===== src/rtl/apb3_arb_mux.sv =====
// apb3_arb_mux: round-robin arbiter/mux from two APB3 initiators onto one APB3 target.
// Optional macro APB3_ARB_TIMEOUT_EN forces an error completion after TIMEOUT_CYCLES wait states.
module apb3_arb_mux #(
  parameter int ADDR_WIDTH     = 32,
  parameter int DATA_WIDTH     = 32,
  parameter int TIMEOUT_CYCLES = 256
) (
  input  logic                  PCLK,
  input  logic                  PRESET,
  input  logic                  APBI0_PSEL,
  input  logic                  APBI0_PWRITE,
  input  logic                  APBI0_PENABLE,
  input  logic [ADDR_WIDTH-1:0] APBI0_PADDR,
  input  logic [DATA_WIDTH-1:0] APBI0_PWDATA,
  output logic                  APBI0_PREADY,
  output logic                  APBI0_PSLVERR,
  output logic [DATA_WIDTH-1:0] APBI0_PRDATA,
  input  logic                  APBI1_PSEL,
  input  logic                  APBI1_PWRITE,
  input  logic                  APBI1_PENABLE,
  input  logic [ADDR_WIDTH-1:0] APBI1_PADDR,
  input  logic [DATA_WIDTH-1:0] APBI1_PWDATA,
  output logic                  APBI1_PREADY,
  output logic                  APBI1_PSLVERR,
  output logic [DATA_WIDTH-1:0] APBI1_PRDATA,
  output logic                  APBT_PSEL,
  output logic                  APBT_PENABLE,
  output logic                  APBT_PWRITE,
  output logic [ADDR_WIDTH-1:0] APBT_PADDR,
  output logic [DATA_WIDTH-1:0] APBT_PWDATA,
  input  logic                  APBT_PREADY,
  input  logic                  APBT_PSLVERR,
  input  logic [DATA_WIDTH-1:0] APBT_PRDATA,
  output logic                  APB_MUX_SEL
);
  typedef enum logic [1:0] {IDLE, SETUP, ACCESS} state_t;
  state_t state_q;
  logic grant_q, last_q, psel_q, pen_q;
  logic tmo, done, resp, pick;
  logic [DATA_WIDTH-1:0] rdata;
  logic unused_penable;
  assign unused_penable = APBI0_PENABLE ^ APBI1_PENABLE;
`ifdef APB3_ARB_TIMEOUT_EN
  localparam int CW = $clog2(TIMEOUT_CYCLES + 1);
  logic [CW-1:0] cnt_q;
  assign tmo = state_q == ACCESS && !APBT_PREADY && cnt_q == CW'(TIMEOUT_CYCLES);
  always_ff @(posedge PCLK)
    if (PRESET) cnt_q <= '0;
    else if (state_q == SETUP) cnt_q <= '0;
    else if (state_q == ACCESS && !APBT_PREADY && !tmo) cnt_q <= cnt_q + CW'(1);
`else
  assign tmo = 1'b0;
`endif
  // Both requesting: the one not served last wins.
  assign pick = (APBI0_PSEL && APBI1_PSEL) ? ~last_q : APBI1_PSEL;
  assign done = state_q == ACCESS && (APBT_PREADY || tmo);
  always_ff @(posedge PCLK)
    if (PRESET) begin
      state_q <= IDLE;
      grant_q <= 1'b0;
      last_q  <= 1'b1;
      psel_q  <= 1'b0;
      pen_q   <= 1'b0;
    end else begin
      case (state_q)
        IDLE: if (APBI0_PSEL || APBI1_PSEL) begin
          grant_q <= pick;
          state_q <= SETUP;
          psel_q  <= 1'b1;
        end
        SETUP: begin
          state_q <= ACCESS;
          pen_q   <= 1'b1;
        end
        default: if (done) begin
          last_q  <= grant_q;
          state_q <= IDLE;
          psel_q  <= 1'b0;
          pen_q   <= 1'b0;
        end
      endcase
    end
  assign APBT_PSEL    = psel_q;
  assign APBT_PENABLE = pen_q;
  assign APB_MUX_SEL  = grant_q;
  assign APBT_PWRITE  = grant_q ? APBI1_PWRITE : APBI0_PWRITE;
  assign APBT_PADDR   = grant_q ? APBI1_PADDR  : APBI0_PADDR;
  assign APBT_PWDATA  = grant_q ? APBI1_PWDATA : APBI0_PWDATA;
  // A completion coinciding with reset is abandoned, not reported.
  assign resp  = done && !PRESET;
  assign rdata = tmo ? '0 : APBT_PRDATA;
  assign APBI0_PREADY  = resp && !grant_q;
  assign APBI1_PREADY  = resp && grant_q;
  assign APBI0_PSLVERR = APBI0_PREADY && (APBT_PSLVERR || tmo);
  assign APBI1_PSLVERR = APBI1_PREADY && (APBT_PSLVERR || tmo);
  assign APBI0_PRDATA  = APBI0_PREADY ? rdata : '0;
  assign APBI1_PRDATA  = APBI1_PREADY ? rdata : '0;
endmodule


===== config.mk =====
export PLATFORM = sky130hd
export DESIGN_NAME = apb3_arb_mux
export DESIGN_NICKNAME = d
export VERILOG_FILES = /design/src/rtl/apb3_arb_mux.sv
export SDC_FILE = /design/constraint.sdc
export NUM_CORES = 1
export LEC_CHECK = 0
export ABC_CLOCK_PERIOD_IN_PS = 1990
export CAP_MARGIN = 25
export CORE_AREA = 2 2 118 120
export DETAILED_ROUTE_END_ITERATION = 16
export DIE_AREA = 0 0 120 122
export SKIP_LAST_GASP = 1
export SYNTH_ARGS = -nofsm -noshare
export SYNTH_HDL_FRONTEND = slang
export SYNTH_SLANG_ARGS = --single-unit
export TNS_END_PERCENT = 100

===== constraint.sdc =====
create_clock -name PCLK -period 1.99 [get_ports PCLK]
set_clock_uncertainty 0.15 [all_clocks]
set_input_delay 0.398 -clock PCLK [delete_from_list [all_inputs] [get_ports PCLK]]
set_output_delay 0.398 -clock PCLK [all_outputs]
set_load 0.05 [all_outputs]

# Word level (Yosys, flattened, before mapping)
# Cells that the tools add are included.
[totals]
elab_cells = 45
regBits = 6
[op_classes]
n_mux = 13
eq_ne = 3
reduce_logical = 20
n_bitwise = 4
[ops]
columns = ["cell", "count"]
rows = [
  ["32-bit two-way mux", 4],
  ["2-bit AND reduction", 4],
  ["1-bit logical AND", 7],
  ["1-bit two-way mux", 4],
  ["2-bit two-way mux", 2],
  ["1-bit inverter", 4],
  ["1-bit case mux with 2 select lines", 2],
  ["2-bit case mux with 2 select lines", 1],
  ["2-bit nonzero test", 2],
  ["3-bit AND reduction", 1],
  ["3-bit nonzero test", 1],
  ["2-bit by 1-bit equality test with 1-bit output, second input constant", 1],
  ["2-bit equality test, second input constant", 1],
  ["1-bit logical NOT", 2],
  ["2-bit logical NOT", 1],
  ["2-bit != test, second input constant", 1],
  ["2-bit OR reduction", 1],
  ["1-bit logical OR", 1],
]

# Longest topological paths before layout
[depth]
depth_word = 5
ltp_mapped = 5
depth_no_buf = 3

# Least setup slack after synthesis
# OpenSTA, ideal clock, no wires.
[synth_path]
path_kind = "flip-flop to output port"
startpoint = "reg grant_q, in the netlist APB_MUX_SEL"
endpoint = "out APBI1_PRDATA[20]"
slack_ns = -0.333
n_path_buf = 1
arrival_time_ns = 1.775
stages_incl_launch_ff = 4
path_cell_list = "dfxtp_1 -> nor3b_4 -> buf_6 -> and2_1"
[synth_via]
elab_chain_len = 2
[synth_rtl]
columns = ["item", "line", "source"]
rows = [
  ["start, declared", "38", "logic grant_q, last_q, psel_q, pen_q;"],
  ["start signal, assigned", "67", "grant_q <= pick;"],
  ["1-bit logical AND", "93", "assign APBI1_PREADY = resp && grant_q;"],
  ["named net APBI1_PREADY", "23", "output logic APBI1_PREADY,"],
  ["32-bit two-way mux", "97", "assign APBI1_PRDATA = APBI1_PREADY ? rdata : '0;"],
  ["end, declared", "25", "output logic [DATA_WIDTH-1:0] APBI1_PRDATA,"],
]
# The timed path passes the listed nets, and every way through them passes these cells.

# Worst setup path after layout
[layout_path]
startpoint = "reg state_q[0]"
endpoint = "out APBI1_PRDATA[17]"
[layout_via]
elab_chain_len = 5
[layout_rtl]
columns = ["item", "line", "source"]
rows = [
  ["start, declared", "37", "state_t state_q;"],
  ["start signal, assigned", "59", "state_q <= IDLE;"],
  ["start signal, assigned", "68", "state_q <= SETUP;"],
  ["start signal, assigned", "72", "state_q <= ACCESS;"],
  ["2-bit equality test", "56", "assign done = state_q == ACCESS && (APBT_PREADY || tmo);"],
  ["1-bit logical AND", "56", ""],
  ["1-bit logical AND", "90", "assign resp = done && !PRESET;"],
  ["1-bit logical AND", "93", ""],
  ["32-bit two-way mux", "97", ""],
]
# Every way passes these cells.

==> results summary <==
The wire length of the first global-routing pass is around 16000 um. The most instantiated flip-flop cell in the synthesis netlist is dfxtp_1. The ratio of total power to cell area came out at between 300 and 400 nW/um^2. The combined global-route utilization of all metal layers came out at 0.1406. The data required time at the worst endpoint came out at around 1400 ps. The analysis attributes to net switching a power of between 0.8 and 0.9 mW. Walking the worst path, the cells encountered are nand3b_4 > nor3b_4 > buf_4 > buf_12 > and2_2 > buf_12. The number of cells produced by synthesis came out at ~180. The initial cell density of the core is 0.1143. The number of DRC markers in iteration 0 came out at 23. The highest-delay cell along the critical path is dfxtp_2. Excluding fillers, the count of instances in the completed layout stands at 677.

In this run the clock root is driven by a clkbuf_16. The number of top-level pins came out at 306. Once detail routing completed, the nets flagged for antenna violations numbered 0. The final hold violation count is 0. Global routing finished with a remaining overflow of 0. The total of max-cap violations came out at 0. No sink is reached through more buffers than the 2 on the longest clock path. Hold is met by 319.1 ps.

The minimum clock period after layout came out at ~2100 ps. Of all nets on the critical path, the largest fanout is 17. In this run the standard cell core region covers ~14000 um^2. The tree built by TritonCTS fans out to 6 sinks. The worst setup path is launched from a flop. The final-layout setup total negative slack came out at -4273 ps. The number of levels the H-tree was split into came out at 1. The clock transition at the register clock pins on the worst setup and hold paths after CTS is 30 ps. The quantity of hold-fixing buffers added after cts is 0. Detailed placement finished with a half-perimeter wire length of ~9200 um. The area enclosed by the die boundary is between 10000 and 15000 um^2. The TritonCTS buffer count is 3. The buffer and inverter count on the worst path is 3. The number of rows created at floorplan came out at 43. The measured slew at the worst slew-check pin came out at 198.1 ps. The number of cells after detailed placement is ~650. The number of distinct standard cells referenced by the synthesized netlist came out at 18. Counting stages on the worst path, the most repeated cell is buf_12.

The per-cell via count in the routed design is slightly below 4. Counting every net in the synthesized netlist gives approximately 350. The synthesized area is around 1500 um^2. Entering global routing, the biggest net connects 24 pins. Among cell families on the critical path, the largest total delay comes from simple AND/OR/NAND/NOR gates. The largest incremental delay on the critical path came out at 310 ps. The first-pass iteration count of the detailed router came out at 3. The number of register bits inferred by synthesis is 6.

The floorplan die width came out at 120 um. The part of the power in the clock network is 0.141. The quantity of I/O buffers inserted on ports came out at 303. Each instance of the synthesized netlist takes up on average about 9 um^2. The part of the power in combinational logic is 0.796.

Leaving out fill and tap cells, the most frequent cells in the layout are 165 x clkdlybuf4s50_1, 140 x buf_12, 50 x and2_4, 50 x mux2_2. The total wire length after detailed routing came out at 11820 um. In this run, synthesis inferred 0 flip-flops with an integrated enable. Routability-driven placement finished with a final weighted congestion of ~0.79. The portion of the clock cycle consumed by the worst path in the final layout is 1.041.

The final cell utilization of the core came out at 0.5027. The clock latency on the worst-skew pair is 230 ps. The number of antenna violations at the first check in global routing is 0. For this block, the via count after detailed routing is 2641.

At the worst endpoint, the arrival time is 1520 ps. In the final layout, the share of cells above drive strength 1 is 0.6217. The final reports fail on negative setup slack. The flow ran to the end, but the final reports show violations.

The total leakage power is approximately 2.8 nW. The number of diodes added for antenna fixing came out at 0. The class of the tightest hold or removal check is reg2reg. The number of pins exceeding their max-slew limit in the final report is 0. Of the total power, the share spent switching nets is 0.3868.

TritonCTS built the clock tree. The net count reported at finish is about 670. Headroom to the max-slew limit came out at 0.8668. The number of global-route vias before repair was between 2000 and 3000.

Setup repair after global routing could not meet its margin everywhere. The proportion of synthesized chip area in sequential cells came out at 0.07780. The largest voltage drop on the vdd net is between 0.2 and 0.25 mV. Based on the critical path, the design can be clocked at up to about 0.48 GHz. The routed length per instance came out at 17.46 um. The most common cell after layout, fill and taps aside is clkdlybuf4s50_1. The total number of yosys warnings came out at 0. By startpoint and endpoint, the worst setup path is classified as reg2out. STA classifies the critical path endpoint as an output port. After synthesis, the share of flip-flops with an asynchronous set or reset is 0. The layout overhead on the synthesized area is 339.7%. The fraction of power consumed by sequential logic came out at 0.063.

Across all setup checks in the final design, the least slack found is -82.37 ps. Setup violations remaining at the end of the flow were counted as between 100 and 150. The vertical die dimension came out at around 120 um. The DRC violation count after routing came out at 0.

The internal power came out at roughly 1.4 mW.
[synth_stat cells (2+ instances only)]
cell type | n | area, um^2
buf_4 | 5 | 37.54
mux2_2 | 65 | 732.0
and2_1 | 62 | 387.9
inv_1 | 3 | 11.26
o31ai_1 | 2 | 15.01
and2_2 | 4 | 30.03
a211oi_1 | 2 | 15.01
a21oi_1 | 5 | 25.02
dfxtp_1 | 6 | 120.1
nor2_1 | 4 | 15.01
buf_6 | 4 | 45.04
nand2_1 | 2 | 7.510
buf_2 | 7 | 35.03
[power groups by stage]
stage | clock (mW) | combinational, mW | sequential, mW
floorplan | 0 | 0.711 | 0.162
global placement | 0 | 1.70 | 0.144
detailed placement | 0 | 1.71 | 0.144
CTS | 0.331 | 1.76 | 0.146
global route | 0.344 | 1.91 | 0.146
finish | 0.326 | 1.84 | 0.145
[logic make-up (layout without fill, tap and decap cells)]
group / Yosys count / after routing / share of synthesized area
buffers and inverters: 19 / 340 / 0.08347
flip-flops: 6 / 6 / 0.07780
AND/OR/NAND/NOR: 76 / 76 / 0.3258
AO/OA/AOI/OAI: 10 / 10 / 0.03889
multiplexers: 65 / 65 / 0.4741
[area by class of cell]
| type | count | area (um^2) |
|---|---|---|
| Timing Repair Buffer | 334 | 4861 |
| Fill cell | 1151 | 6715 |
| Clock buffer | 3 | 75.07 |
| Tap cell | 180 | 225.2 |
| Sequential cell | 6 | 126.4 |
| Multi-Input combinational cell | 151 | 1490 |
| Inverter | 3 | 11.26 |
[sequential cells by signal (all words and copies together), names as in the netlist]
register	count
state_q	2
APBT_PENABLE	1
APBT_PSEL	1
APB_MUX_SEL	1
last_q	1
[tightest hold or removal path, cell delays in order, from the launching register on]
cell and delay [ps]:
dfxtp_1 300, o31ai_1 60, a21oi_1 60
[layer usage]
| metal | track usage | vias to the layer above | part of all wire |
|---|---|---|---|
| li1 | - | 1243 | - |
| met1 | 0.1437 | 1198 | 0.33 |
| met2 | 0.2766 | 189 | 0.57 |
| met3 | 0.03792 | 11 | 0.092 |
| met4 | 0.04191 | 0 | 0.015 |
| met5 | 0 | - | 0 |
[worst paths after layout]
path,start,endpoint,slack [ps],depth (start not counted)
min reg2reg,APBT_PSEL,APBT_PSEL,320,2
max reg2reg,state_q[1],state_q[0],670,3
min,APBT_PSEL,APBT_PSEL,320,2
max,state_q[0],APBI1_PRDATA[17],-80,6
[what timing repair did]
action,4_1_cts,5_1_grt
pin swaps,8,4
endpoints found under the setup margin,133,112
gates resized for setup,56,36
gates cloned,5,7
setup buffers,7,4
[metrics by stage]
step	area [um^2]	worst slack [ps]	power, mW
floorplan	1594	2.464	0.8726
global placement	6181	-353.0	1.846
detailed placement	6181	-379.2	1.859
CTS	6551	-110.4	2.237
global route	6789	-162.7	2.395
finish	6789	-82.37	2.310
(Power assumes the default switching activity.)
